**config.mk**
```make
export PLATFORM = sky130hd
export DESIGN_NAME = datapath_param
export DESIGN_NICKNAME = d
export VERILOG_FILES = /design/src/rtl/datapath_pkg.sv /design/src/rtl/datapath_param_seq_mul.sv /design/src/rtl/datapath_param.sv
export SDC_FILE = /design/constraint.sdc
export NUM_CORES = 1
export LEC_CHECK = 0
export CORE_MARGIN = 1.5
export CORE_UTILIZATION = 50
export DETAILED_ROUTE_END_ITERATION = 12
export HOLD_SLACK_MARGIN = 0.15
export PLACE_DENSITY = 0.69
export SLEW_MARGIN = 25
export SYNTH_ARGS = -nofsm -noshare
export SYNTH_HDL_FRONTEND = slang
export SYNTH_HIERARCHICAL = 1
export SYNTH_SLANG_ARGS = --single-unit
export TNS_END_PERCENT = 50
```
**constraint.sdc**
```tcl
create_clock -name clk -period 16.35 [get_ports clk]
set_input_delay 1.635 -clock clk [delete_from_list [all_inputs] [get_ports clk]]
set_output_delay 1.635 -clock clk [all_outputs]
set_load 0.05 [all_outputs]
```
**src/rtl/datapath_pkg.sv**
```systemverilog
// Shared encodings for the parametrised CPU datapath.
package datapath_pkg;

  // ALU operation codes (3'b11x passes Bin through)
  localparam logic [2:0] ALU_ADD = 3'b000;
  localparam logic [2:0] ALU_SUB = 3'b001;
  localparam logic [2:0] ALU_AND = 3'b010;
  localparam logic [2:0] ALU_NOT = 3'b011;
  localparam logic [2:0] ALU_OR  = 3'b100;
  localparam logic [2:0] ALU_XOR = 3'b101;

  // Shifter codes applied to B
  localparam logic [1:0] SH_NONE = 2'b00;
  localparam logic [1:0] SH_LSL  = 2'b01;
  localparam logic [1:0] SH_LSR  = 2'b10;
  localparam logic [1:0] SH_ASR  = 2'b11;

  // One-hot writeback select bit positions
  localparam int unsigned VSEL_C     = 0;
  localparam int unsigned VSEL_PC    = 1;
  localparam int unsigned VSEL_IMM8  = 2;
  localparam int unsigned VSEL_MDATA = 3;

  // Status register bit positions {V,N,Z}
  localparam int unsigned ST_Z = 0;
  localparam int unsigned ST_N = 1;
  localparam int unsigned ST_V = 2;
  localparam int unsigned ST_W = 3;

endpackage

```
**src/rtl/datapath_param_seq_mul.sv**
```systemverilog
// Iterative shift-add unsigned multiplier, one multiplier bit per cycle.
module seq_mul #(
  parameter int unsigned DATA_W = 16
) (
  input  logic                  clk,
  input  logic                  reset,
  input  logic                  i_start,
  input  logic [DATA_W-1:0]     i_a,
  input  logic [DATA_W-1:0]     i_b,
  output logic                  o_busy,
  output logic                  o_done,
  output logic                  o_last_c,
  output logic [2*DATA_W-1:0]   o_prod_c
);

  localparam int unsigned PROD_W = 2 * DATA_W;
  localparam int unsigned CNT_W  = $clog2(DATA_W);
  localparam logic [CNT_W-1:0] LAST_STEP = CNT_W'(DATA_W - 1);

  logic                r_busy;
  logic                r_done;
  logic [CNT_W-1:0]    r_cnt;
  logic [PROD_W-1:0]   r_acc;
  logic [PROD_W-1:0]   r_mcand;
  logic [DATA_W-1:0]   r_mplier;
  logic [PROD_W-1:0]   w_acc_nxt;

  // Partial-product accumulate for the current multiplier bit
  always_comb begin
    w_acc_nxt = r_acc;
    if (r_mplier[0]) w_acc_nxt = r_acc + r_mcand;
  end

  // Start latch, step counter and completion pulse
  always_ff @(posedge clk or posedge reset) begin
    if (reset) begin
      r_busy   <= 1'b0;
      r_done   <= 1'b0;
      r_cnt    <= '0;
      r_acc    <= '0;
      r_mcand  <= '0;
      r_mplier <= '0;
    end else begin
      r_done <= 1'b0;
      if (!r_busy) begin
        if (i_start) begin
          r_busy   <= 1'b1;
          r_cnt    <= '0;
          r_acc    <= '0;
          r_mcand  <= PROD_W'(i_a);
          r_mplier <= i_b;
        end
      end else begin
        r_acc    <= w_acc_nxt;
        r_mcand  <= r_mcand << 1;
        r_mplier <= r_mplier >> 1;
        r_cnt    <= r_cnt + 1'b1;
        if (r_cnt == LAST_STEP) begin
          r_busy <= 1'b0;
          r_done <= 1'b1;
        end
      end
    end
  end

  assign o_busy   = r_busy;
  assign o_done   = r_done;
  assign o_last_c = r_busy && (r_cnt == LAST_STEP);
  assign o_prod_c = w_acc_nxt;

endmodule

```
**src/rtl/datapath_param.sv**
```systemverilog
// CPU datapath: register file, A/B/C regs, shifter, ALU, {V,N,Z} status, multiplier.
module datapath_param
  import datapath_pkg::*;
#(
  parameter int unsigned DATA_W = 16,
  parameter int unsigned NREG   = 8,
  parameter int unsigned PC_W   = 9
) (
  input  logic                       clk,
  input  logic                       reset,
  input  logic                       write,
  input  logic [$clog2(NREG)-1:0]    writenum,
  input  logic [$clog2(NREG)-1:0]    readnum,
  input  logic [3:0]                 vsel,
  input  logic [DATA_W-1:0]          mdata,
  input  logic [DATA_W-1:0]          sximm8,
  input  logic [DATA_W-1:0]          sximm5,
  input  logic [PC_W-1:0]            pc,
  input  logic                       loada,
  input  logic                       loadb,
  input  logic                       asel,
  input  logic                       bsel,
  input  logic [1:0]                 shift,
  input  logic [2:0]                 aluop,
  input  logic                       loadc,
  input  logic                       loads,
  input  logic                       mul_start,
  output logic                       mul_busy,
  output logic                       mul_done,
  output logic [ST_W-1:0]            status_out,
  output logic [DATA_W-1:0]          c_out
);

  localparam int unsigned MSB = DATA_W - 1;

  logic [DATA_W-1:0]   r_regs [NREG];
  logic [DATA_W-1:0]   r_a;
  logic [DATA_W-1:0]   r_b;
  logic [DATA_W-1:0]   r_c;
  logic [ST_W-1:0]     r_status;

  logic [DATA_W-1:0]   w_wb_data;
  logic [DATA_W-1:0]   w_rd_data;
  logic [DATA_W-1:0]   w_b_sh;
  logic [DATA_W-1:0]   w_ain;
  logic [DATA_W-1:0]   w_bin;
  logic [DATA_W-1:0]   w_alu;
  logic                w_v;
  logic [ST_W-1:0]     w_flags;
  logic [ST_W-1:0]     w_mul_flags;
  logic                w_mul_last;
  logic [2*DATA_W-1:0] w_mul_prod;

  // Writeback data: OR of every selected source
  always_comb begin
    w_wb_data = '0;
    if (vsel[VSEL_MDATA]) w_wb_data = w_wb_data | mdata;
    if (vsel[VSEL_IMM8])  w_wb_data = w_wb_data | sximm8;
    if (vsel[VSEL_PC])    w_wb_data = w_wb_data | DATA_W'(pc);
    if (vsel[VSEL_C])     w_wb_data = w_wb_data | r_c;
  end

  // Combinational read with same-cycle write bypass
  assign w_rd_data = (write && (writenum == readnum)) ? w_wb_data : r_regs[readnum];

  // Register file
  always_ff @(posedge clk or posedge reset) begin
    if (reset) begin
      for (int i = 0; i < int'(NREG); i++) r_regs[i] <= '0;
    end else if (write) begin
      r_regs[writenum] <= w_wb_data;
    end
  end

  // A/B operand pipeline registers
  always_ff @(posedge clk or posedge reset) begin
    if (reset) begin
      r_a <= '0;
      r_b <= '0;
    end else begin
      if (loada) r_a <= w_rd_data;
      if (loadb) r_b <= w_rd_data;
    end
  end

  // Single-bit shifter on B
  always_comb begin
    w_b_sh = r_b;
    case (shift)
      SH_LSL:  w_b_sh = {r_b[MSB-1:0], 1'b0};
      SH_LSR:  w_b_sh = {1'b0, r_b[MSB:1]};
      SH_ASR:  w_b_sh = {r_b[MSB], r_b[MSB:1]};
      default: w_b_sh = r_b;
    endcase
  end

  assign w_ain = asel ? '0 : r_a;
  assign w_bin = bsel ? sximm5 : w_b_sh;

  // ALU and signed-overflow detection
  always_comb begin
    w_alu = w_bin;
    w_v   = 1'b0;
    case (aluop)
      ALU_ADD: begin
        w_alu = w_ain + w_bin;
        w_v   = (w_ain[MSB] == w_bin[MSB]) && (w_alu[MSB] != w_ain[MSB]);
      end
      ALU_SUB: begin
        w_alu = w_ain - w_bin;
        w_v   = (w_ain[MSB] != w_bin[MSB]) && (w_alu[MSB] != w_ain[MSB]);
      end
      ALU_AND: w_alu = w_ain & w_bin;
      ALU_NOT: w_alu = ~w_bin;
      ALU_OR:  w_alu = w_ain | w_bin;
      ALU_XOR: w_alu = w_ain ^ w_bin;
      default: w_alu = w_bin;
    endcase
  end

  // Status flags for ALU result and for multiplier result
  always_comb begin
    w_flags           = '0;
    w_flags[ST_V]     = w_v;
    w_flags[ST_N]     = w_alu[MSB];
    w_flags[ST_Z]     = (w_alu == '0);
    w_mul_flags       = '0;
    w_mul_flags[ST_V] = (w_mul_prod[2*DATA_W-1:DATA_W] != '0);
    w_mul_flags[ST_N] = w_mul_prod[MSB];
    w_mul_flags[ST_Z] = (w_mul_prod[MSB:0] == '0);
  end

  seq_mul #(.DATA_W(DATA_W)) u_mul (
    .clk      (clk),
    .reset    (reset),
    .i_start  (mul_start),
    .i_a      (w_ain),
    .i_b      (w_bin),
    .o_busy   (mul_busy),
    .o_done   (mul_done),
    .o_last_c (w_mul_last),
    .o_prod_c (w_mul_prod)
  );

  // C and status: multiplier owns them while busy
  always_ff @(posedge clk or posedge reset) begin
    if (reset) begin
      r_c      <= '0;
      r_status <= '0;
    end else if (w_mul_last) begin
      r_c      <= w_mul_prod[MSB:0];
      r_status <= w_mul_flags;
    end else if (!mul_busy) begin
      if (loadc) r_c      <= w_alu;
      if (loads) r_status <= w_flags;
    end
  end

  assign c_out      = r_c;
  assign status_out = r_status;

endmodule

```
==> flow_summary_export.csv, run 1 <==
group,metric,value,unit
outcome,status,"finished clean",
placed_design,hpwl,35990,microns
sta,worstMarginPinSlew,1.029,ns
sta,holdWs,0.4750,ns
critical_path,critPathLaunchType,"primary input",
placed_design,gp_routability_congestion,0.9701,
global_routing,antenna_found_initial,1,
die,die_w,190.3,microns
detailed_routing,postRouteAntennaNets,0,
synthesis,netlist.top_cell.by_area,"dfrtp_1",
synthesis,yosys_warnings,6,
clock_tree,cts_tree,"built",
critical_path,cp_cell_sequence,"clkdlybuf4s50_1, mux2_2, mux2i_1, o21ai_1, inv_1, ha_1, nand4_1, nor2_1, a211oi_1, o31ai_1, xnor2_1, nor3_1, a311oi_1, a21oi_1, mux2_2",
final_layout,n_antenna_cell,0,
clock_tree,post_cts_buffers,0,
detailed_routing,drtIter0Drc,1277,
sta,finalHoldViolCount,0,
synthesis,synth_area_per_cell,9.243,sq um
synthesis,synth.area.top_cells,"dfrtp_1 (38%), o21ai_0 (5.9%), ha_1 (5.8%)",
die,core,34540,sq um
synthesis,async_flop_share,1.000,
clock_tree,clockRootBuffer,"clkbuf_16",
die,die_h,190.3,microns
clock_tree,htreeDepth,1,
critical_path,critPathSlowestCell,"clkdlybuf4s50_1",
synthesis,synth.distinct_cells,94,
placed_design,placed_area,18800,sq um
detailed_routing,vias,14703,
final_layout,final_area,19770,sq um
clock_tree,cts_buffer_depth,3,
clock_tree,numCtsBuffers,29,
power_and_ir_drop,peakVddDrop,121.0,uV
synthesis,yosysSeqAreaShare,0.3780,
sta,setup_viol,0,
sta,fin_skew,0.01660,ns
detailed_routing,viasPerCell,6.096,
synthesis,syn_nets,2065,
critical_path,required,16.82,ns
global_routing,grt_max_degree,83,
global_routing,overflow,0,
die,dieArea,36220,sq um
die,ioPinCount,103,
sta,tns,0,ns
power_and_ir_drop,p_leak,0.008712,uW
critical_path,r2r_slack,11.86,ns
critical_path,crit_type,"in -> reg",
flow_run,cap_violations,0,
critical_path,endpoint_kind,"register",
detailed_routing,remaining_drc_errors,0,
die,rows,68,
synthesis,yosys_most_used_dff,"dfrtp_1",
final_layout,syn_to_final_growth,12.70,%
critical_path,cpPeakStageDelay,1.05,ns
sta,finalCriticalPeriod,5.598,ns
die,initial_core_util,0.5079,
power_and_ir_drop,powerDensity,160.0,nW/um^2
detailed_routing,wirelength,51070,microns
clock_tree,clock-sinks,265,
detailed_routing,dr.pass1.iters,6,
final_layout,fin_nets,2104,
critical_path,crit_top_cell,"mux2_2",
synthesis,syn-cell-area,17540,sq um
final_layout,drive_gt1_frac,0.1313,
final_layout,nFillCells,3075,
clock_tree,cts_resized,0,
sta,max_slew_margin,0.3137,
placed_design,port_buffers,102,
sta,rsz0062_at_grt,"false",
power_and_ir_drop,total_power,3163,uW
critical_path,critical_path_arrival,6.06,ns
synthesis,synthCells,1898,
synthesis,synth_seq_cells,265,
global_routing,grt_pass1_wl,80740,microns
min_path,hold_path.class,"reg -> reg",
final_layout,post-route-util,0.5724,
clock_tree,clock_latency,0.59,ns
synthesis,synth_edf_count,0,
clock_tree,path_clk_slew,0.07,ns
global_routing,grt_pass1_vias,14411,
sta,fmax,178.7,MHz
critical_path,critPathMaxFanout,18,
sta,finalMaxSlewViolations,0,
synthesis,synth.top_cell.area_share,0.3780,
sta,period_share,0.3424,
global_routing,grt_use_total,0.2834,
clock_tree,cts_hold_buffers,0,
detailed_routing,routedWlPerCell,21.17,microns
[cells by family (layout without fill, tap and decap cells)]
kind of cell	Yosys count	after routing	share of synthesized area
AOI/OAI and AO/OA	563	563	0.2046
muxes	179	179	0.1315
DFF	265	265	0.3780
and+or+nand+nor	575	575	0.1562
xor gates and xnor gates	38	38	0.01940
adders and majority gates	85	85	0.06191
buffers and inverters	193	252	0.04843
[synthesized netlist by cell type (6+ instances only)]
cell type / count
a21o_1: 40
o21ai_1: 21
a222oi_1: 8
nor3b_1: 16
buf_6: 7
nor2b_1: 14
clkbuf_1: 97
nor4_1: 12
nor2_1: 139
xnor2_1: 23
a31oi_1: 11
o221ai_1: 7
or3_1: 6
dfrtp_1: 265
buf_1: 7
mux2i_1: 61
inv_1: 55
mux4_2: 32
nand2_1: 230
a221oi_1: 14
nand3_1: 18
xor2_1: 14
a211oi_1: 13
o41ai_1: 6
and3_1: 11
a21oi_1: 129
nor3_1: 22
o31ai_1: 8
nand2b_1: 63
buf_2: 14
ha_1: 82
o21ai_0: 206
o211ai_1: 7
a22o_1: 15
nand4_1: 12
mux2_2: 84
[path summary, 6_finish.rpt]
check                                from  cells past startpoint             to
hold reg to reg                r_regs[20]                      2     r_regs[20]
hold / removal                 r_regs[20]                      2     r_regs[20]
min in group asynchronous           reset                      2   u_mul/o_busy
max in group asynchronous           reset                      4    r_regs[121]
setup / recovery                 shift[0]                     15  status_out[2]
setup reg to reg           u_mul/r_acc[0]                     16  status_out[2]
[state kept, by name (all words and copies together), names as in the netlist]
signal,cells
r_regs,128
u_mul/r_acc,32
u_mul/r_mcand,32
c_out,16
r_a,16
r_b,16
u_mul/r_mplier,16
u_mul/r_cnt,4
status_out,3
u_mul/o_busy,1
u_mul/o_done,1
[metrics by stage]
step                instances  setup slack [ns]
finish                   2412             10.75
floorplan                1898             9.856
global placement         2358             10.31
global route             2412             10.50
detailed placement       2358             10.24
CTS                      2409             10.81
[per-layer routing]
metal	vias up	wire length [microns]	global-route usage
met3	97	3578	0.05466
met4	2	1642	0.09025
li1	6901	-	-
met1	7191	22360	0.3860
met5	-	13	0
met2	512	23480	0.4550
[worst max-delay path: cells and delay by family]
family,cells,cell delay (ns)
adders and majority gates,1,0.46
muxes,3,0.64
AOI/OAI and AO/OA,5,1.56
buffers and inverters,2,1.21
xor gates and xnor gates,1,0.18
and+or+nand+nor,3,0.37
[report_power, final]
part	switching, uW	internal, uW	leakage (uW)	total [uW]
clock	280	385	0.000459	666
combinational	823	590	0.00504	1410
sequential	216	868	0.00322	1080
total	1320	1840	0.00871	3160
[placed cells by master (no fill, tap or decap), types with 61 or more instances in the layout]
| master | synthesis | routed |
|---|---|---|
| mux2_2 | 84 | 84 |
| nand2_1 | 230 | 230 |
| ha_1 | 82 | 82 |
| nor2_1 | 139 | 138 |
| nand2b_1 | 63 | 63 |
| o21ai_0 | 206 | 206 |
| clkdlybuf4s50_1 | 0 | 99 |
| dfrtp_1 | 265 | 264 |
| a21oi_1 | 129 | 129 |
| mux2i_1 | 61 | 61 |
[cell type report]
| type | instances | area [sq um] | area share |
|---|---|---|---|
| Multi-Input combinational cell | 1440 | 10090 | 0.5102 |
| Sequential cell | 265 | 6635 | 0.3356 |
| Timing Repair Buffer | 141 | 1294 | 0.06543 |
| Clock buffer | 42 | 834.6 | 0.04221 |
| Tap cell | 455 | 569.3 | 0.02879 |
| Inverter | 60 | 234.0 | 0.01183 |
| Clock inverter | 9 | 117.6 | 0.005949 |
No activity file was read; power rests on OpenSTA's default activity.
==> inputs of run 2 (changes only) <==
==> constraint.sdc (replaced) <==
create_clock -name clk -period 5.39 [get_ports clk]
set_input_delay 0.539 -clock clk [delete_from_list [all_inputs] [get_ports clk]]
set_output_delay 0.539 -clock clk [all_outputs]
set_load 0.05 [all_outputs]
==> flow_summary_export.csv, run 2 (synthesis results as in run 1) <==
group,metric,value,unit
critical_path,r2r_slack,0.99,ns
critical_path,endpoint_kind,"register",
sta,worstMarginPinSlew,1.001,ns
sta,rsz0062_at_grt,"false",
global_routing,grt_pass1_vias,14621,
power_and_ir_drop,p_leak,0.008822,uW
clock_tree,cts_resized,0,
detailed_routing,routedWlPerCell,21.21,microns
critical_path,required,5.83,ns
final_layout,fin_cells,2428,
clock_tree,cts_hold_buffers,0,
final_layout,final_area,19960,sq um
clock_tree,numCtsBuffers,29,
global_routing,grt_use_total,0.2866,
final_layout,final_cell_mix,"dfrtp_1 (264), nand2_1 (230), o21ai_0 (206)",
sta,max_slew_margin,0.3329,
placed_design,dpl_worst_slack,0.6851,ns
final_layout,syn_to_final_growth,13.79,%
die,rows,68,
sta,tns,0,ns
critical_path,critical_path_arrival,4.85,ns
final_layout,largest_register_ffs,128,
final_layout,n_antenna_cell,0,
sta,fmax,227.0,MHz
die,core,34540,sq um
placed_design,dp_cells,2373,
critical_path,cp_cell_sequence,"ha_1, fa_1, a21oi_1, o31ai_1, o21ai_0, nand3_1, a21oi_1, o31ai_1, o41ai_1, xor2_1, mux2i_1, nor4_1, nand3_1, nor3_1, a21oi_1, mux2_2",
min_path,hold_path.class,"in -> async",
detailed_routing,remaining_drc_errors,0,
global_routing,antenna_found_initial,3,
placed_design,placed_area,18940,sq um
critical_path,r2r_end,"status_out[2]",
clock_tree,clock_latency,0.57,ns
die,die_h,190.3,microns
critical_path,crit_top_cell,"a21oi_1",
detailed_routing,wirelength,51510,microns
critical_path,crit_type,"reg -> reg",
critical_path,critPathSlowestCell,"nor3_1",
outcome,status,"finished clean",
placed_design,gp_routability_congestion,0.9561,
detailed_routing,vias,14856,
critical_path,reg2regPathDepth,16,
power_and_ir_drop,peakVddDrop,527.9,uV
clock_tree,cts_tree,"built",
placed_design,port_buffers,102,
flow_run,cap_violations,0,
sta,layout_setup_ws,0.9850,ns
sta,setup_viol,0,
critical_path,cp-startpoint,"u_mul/r_acc[0]",
die,ioPinCount,103,
power_and_ir_drop,powerDensity,484.7,nW/um^2
critical_path,cpPeakStageDelay,0.46,ns
detailed_routing,dr.pass1.iters,6,
global_routing,overflow,0,
sta,finalHoldViolCount,0,
sta,period_share,0.8172,
final_layout,top_regs,"r_regs (128), u_mul/r_acc (32), u_mul/r_mcand (32)",
final_layout,mostFrequentLayoutCell,"dfrtp_1",
sta,fin_skew,0.01182,ns
clock_tree,path_clk_slew,0.06,ns
critical_path,reg2reg_from,"u_mul/r_acc[0]",
critical_path,critPathMaxFanout,3,
die,dieArea,36220,sq um
critical_path,crit_path_end,"status_out[2]",
final_layout,drive_gt1_frac,0.1394,
global_routing,grt_pass1_wl,81260,microns
clock_tree,clock-sinks,265,
clock_tree,htreeDepth,1,
clock_tree,post_cts_buffers,0,
final_layout,regMostFlops,"r_regs",
critical_path,critPathLaunchType,"register",
die,die_w,190.3,microns
sta,finalCriticalPeriod,4.405,ns
global_routing,grt_max_degree,132,
final_layout,fin_nets,2118,
detailed_routing,postRouteAntennaNets,0,
sta,finalMaxSlewViolations,0,
detailed_routing,viasPerCell,6.119,
detailed_routing,drtIter0Drc,1271,
placed_design,hpwl,37750,microns
clock_tree,cts_buffer_depth,3,
clock_tree,clockRootBuffer,"clkbuf_16",
die,initial_core_util,0.5079,
-- run 2: critical path, delay by kind of cell, from the launching register on --
family / cells / cell delay, ns
mux: 2 / 0.37
simple gates: 4 / 1.09
fa+ha+maj: 2 / 0.64
compound gates: 7 / 1.56
xor+xnor: 1 / 0.23
flops: 1 / 0.39
-- run 2: cell type report --
cell class                 instances  area, sq um
fill                            3100        14580
tap                              455        569.3
clock inverter                    13        161.4
sequential                       265         6635
clock buffer                      40        837.1
inverter                          60        234.0
timing repair buffer             155         1436
multi-input combinational       1440        10090
-- run 2: metrics by stage --
step,hold slack (ns),total power [uW],utilization
3_3_place_gp,0.4567,7458,0.5480
3_5_place_dp,0.4641,7568,0.5482
5_1_grt,0.4859,10300,0.5779
2_1_floorplan,0.4446,6282,-
4_1_cts,0.4628,9654,0.5772
6_report,0.4674,9676,0.5779
-- run 2: per-layer routing --
metal / routed length [microns] / track usage
met5: 0 / 0
met4: 1661 / 0.09540
met1: 22690 / 0.3931
met3: 3252 / 0.03975
met2: 23900 / 0.4667
-- run 2: report_power, final --
| group | switching, uW | internal (uW) |
|---|---|---|
| Clock | 828 | 1230 |
| Sequential | 641 | 2640 |
| Combinational | 2530 | 1810 |
-- run 2: worst min-delay path by stage --
stage | from | end | slack, ns | cells past startpoint
detailed placement | r_regs[22] | r_regs[22] | 0.46 | 2
CTS | mul_start | u_mul/r_mcand[21] | 0.46 | 2
floorplan | r_regs[16] | r_regs[16] | 0.44 | 2
global placement | r_regs[14] | r_regs[14] | 0.46 | 2
global route | mul_start | u_mul/r_mcand[21] | 0.49 | 2
finish | reset | r_regs[55] | 0.47 | 2
==> inputs of run 3 (changes only) <==
==> constraint.sdc (replaced) <==
create_clock -name clk -period 4.26 [get_ports clk]
set_input_delay 0.426 -clock clk [delete_from_list [all_inputs] [get_ports clk]]
set_output_delay 0.426 -clock clk [all_outputs]
set_load 0.05 [all_outputs]
==> flow_summary_export.csv, run 3 (synthesis results as in run 1) <==
group,metric,value,unit
outcome,status,"finished clean",
sta,setup_viol,0,
final_layout,final_cell_mix,"dfrtp_1 (264), nand2_1 (230), o21ai_0 (205)",
critical_path,cp-startpoint,"u_mul/r_acc[2]",
die,rows,68,
placed_design,gp_routability_congestion,0.9914,
critical_path,critPathSlowestCell,"dfrtp_1",
die,core,34540,sq um
final_layout,fin_nets,2186,
placed_design,hpwl,38040,microns
detailed_routing,postRouteAntennaNets,0,
clock_tree,cts_tree,"built",
power_and_ir_drop,peakVddDrop,484.1,uV
die,die_w,190.3,microns
clock_tree,clock-sinks,265,
sta,holdWs,0.3009,ns
placed_design,placed_area,19490,sq um
global_routing,grt_max_degree,96,
final_layout,top_regs,"r_regs (128), u_mul/r_acc (32), u_mul/r_mcand (32)",
sta,finalMaxSlewViolations,0,
global_routing,grt_use_total,0.2850,
critical_path,crit_cells,15,
final_layout,final_area,20630,sq um
flow_run,cap_violations,0,
detailed_routing,wirelength,51410,microns
clock_tree,clockRootBuffer,"clkbuf_16",
clock_tree,cts_buffer_depth,3,
critical_path,cpPeakStageDelay,0.40,ns
die,dieArea,36220,sq um
die,die_h,190.3,microns
detailed_routing,viasPerCell,6.042,
global_routing,overflow,0,
min_path,whs_path_depth,2,
power_and_ir_drop,powerDensity,614.7,nW/um^2
die,ioPinCount,103,
sta,fin_skew,0.01347,ns
critical_path,reg2reg_from,"u_mul/r_acc[2]",
clock_tree,numCtsBuffers,28,
global_routing,grt_pass1_wl,80690,microns
power_and_ir_drop,p_leak,0.009208,uW
detailed_routing,routedWlPerCell,20.60,microns
detailed_routing,dr.pass1.iters,5,
min_path,hold_path.class,"in -> reg",
detailed_routing,vias,15075,
sta,worstMarginPinSlew,0.8492,ns
sta,finalHoldViolCount,0,
detailed_routing,remaining_drc_errors,0,
global_routing,grt_pass1_vias,14593,
sta,max_slew_margin,0.4327,
sta,fmax,251.2,MHz
critical_path,critPathLaunchType,"register",
critical_path,path_buf_inv,1,
sta,period_share,0.9346,
critical_path,required,4.71,ns
final_layout,regMostFlops,"r_regs",
critical_path,critPathMaxFanout,4,
critical_path,critical_path_arrival,4.43,ns
placed_design,port_buffers,102,
critical_path,crit_type,"reg -> reg",
critical_path,crit_family,"compound AO/OA/AOI/OAI gates",
final_layout,n_antenna_cell,0,
final_layout,syn_to_final_growth,17.58,%
clock_tree,htreeDepth,1,
detailed_routing,drtIter0Drc,1129,
final_layout,drive_gt1_frac,0.1706,
die,initial_core_util,0.5079,
global_routing,antenna_found_initial,1,
critical_path,endpoint_kind,"register",
min_path,hold_path.startpoint,"mul_start",
clock_tree,clock_latency,0.56,ns
sta,tns,0,ns
critical_path,reg2regPathDepth,15,
final_layout,mostFrequentLayoutCell,"dfrtp_1",
final_layout,largest_register_ffs,128,
clock_tree,path_clk_slew,0.07,ns
sta,finalCriticalPeriod,3.981,ns
sta,rsz0062_at_grt,"false",
critical_path,cp_cell_sequence,"ha_1, a21oi_1, a211oi_4, nor4bb_4, o32a_1, a41oi_2, a41oi_2, mux2_4, xnor2_2, nor3_1, nand3_1, nor3_1, buf_4, a21oi_1, mux2_2",
## run 3: power by group
part | internal, uW | switching (uW) | leakage (uW)
clock network | 1780 | 1010 | 0.000520
registers | 3330 | 777 | 0.00322
logic | 2490 | 3280 | 0.00547
total | 7600 | 5080 | 0.00921
## run 3: path summary, 6_finish.rpt
| check | endpoint | slack (ns) |
|---|---|---|
| max in group asynchronous | r_regs[9] | 2.89 |
| worst max register to register | status_out[2] | 0.28 |
| worst min-delay path | u_mul/r_mcand[23] | 0.30 |
| worst min register to register | r_regs[11] | 0.48 |
| min in group asynchronous | u_mul/r_cnt[0] | 0.38 |
| worst max-delay path | status_out[2] | 0.28 |
## run 3: layout make-up
type	count	area (sq um)
clock inverters	12	275.3
fillers	2998	13920
repair buffers	224	1972
clock buffers	39	792.0
well taps	455	569.3
inverters	60	232.7
flip-flops and latches	265	6635
multi-input cells	1440	10150
## run 3: timing repair
action,CTS,global route
buffers inserted,0,0
endpoints found under the hold margin,0,0
resized for setup,0,10
hold buffers,0,0
endpoints found under the setup margin,0,1
## run 3: worst register-to-register path, cell delays in order (launching register included)
cell,delay (ns)
dfrtp_1,0.40
ha_1,0.37
a21oi_1,0.33
a211oi_4,0.13
nor4bb_4,0.38
o32a_1,0.28
a41oi_2,0.18
a41oi_2,0.25
mux2_4,0.33
xnor2_2,0.14
nor3_1,0.22
nand3_1,0.18
nor3_1,0.21
buf_4,0.15
a21oi_1,0.06
mux2_2,0.26
## run 3: layer usage
layer,vias to the layer above,global-route usage,share of wire
li1,7085,-,-
met1,7395,0.3912,0.44
met2,486,0.4600,0.46
met3,109,0.03589,0.058
met4,0,0.1093,0.039
met5,-,0,0
## run 3: metrics by stage
stage / worst slack [ns] / total power (uW) / util / std cells
6_report: 0.2788 / 12680 / 0.5971 / 2495
2_1_floorplan: 0.7919 / 7948 / - / 1898
5_1_grt: 0.04894 / 13470 / 0.5971 / 2495
3_5_place_dp: 0.02521 / 9791 / 0.5641 / 2441
3_3_place_gp: 0.1000 / 9647 / 0.5640 / 2441
4_1_cts: 0.1175 / 12630 / 0.5950 / 2492
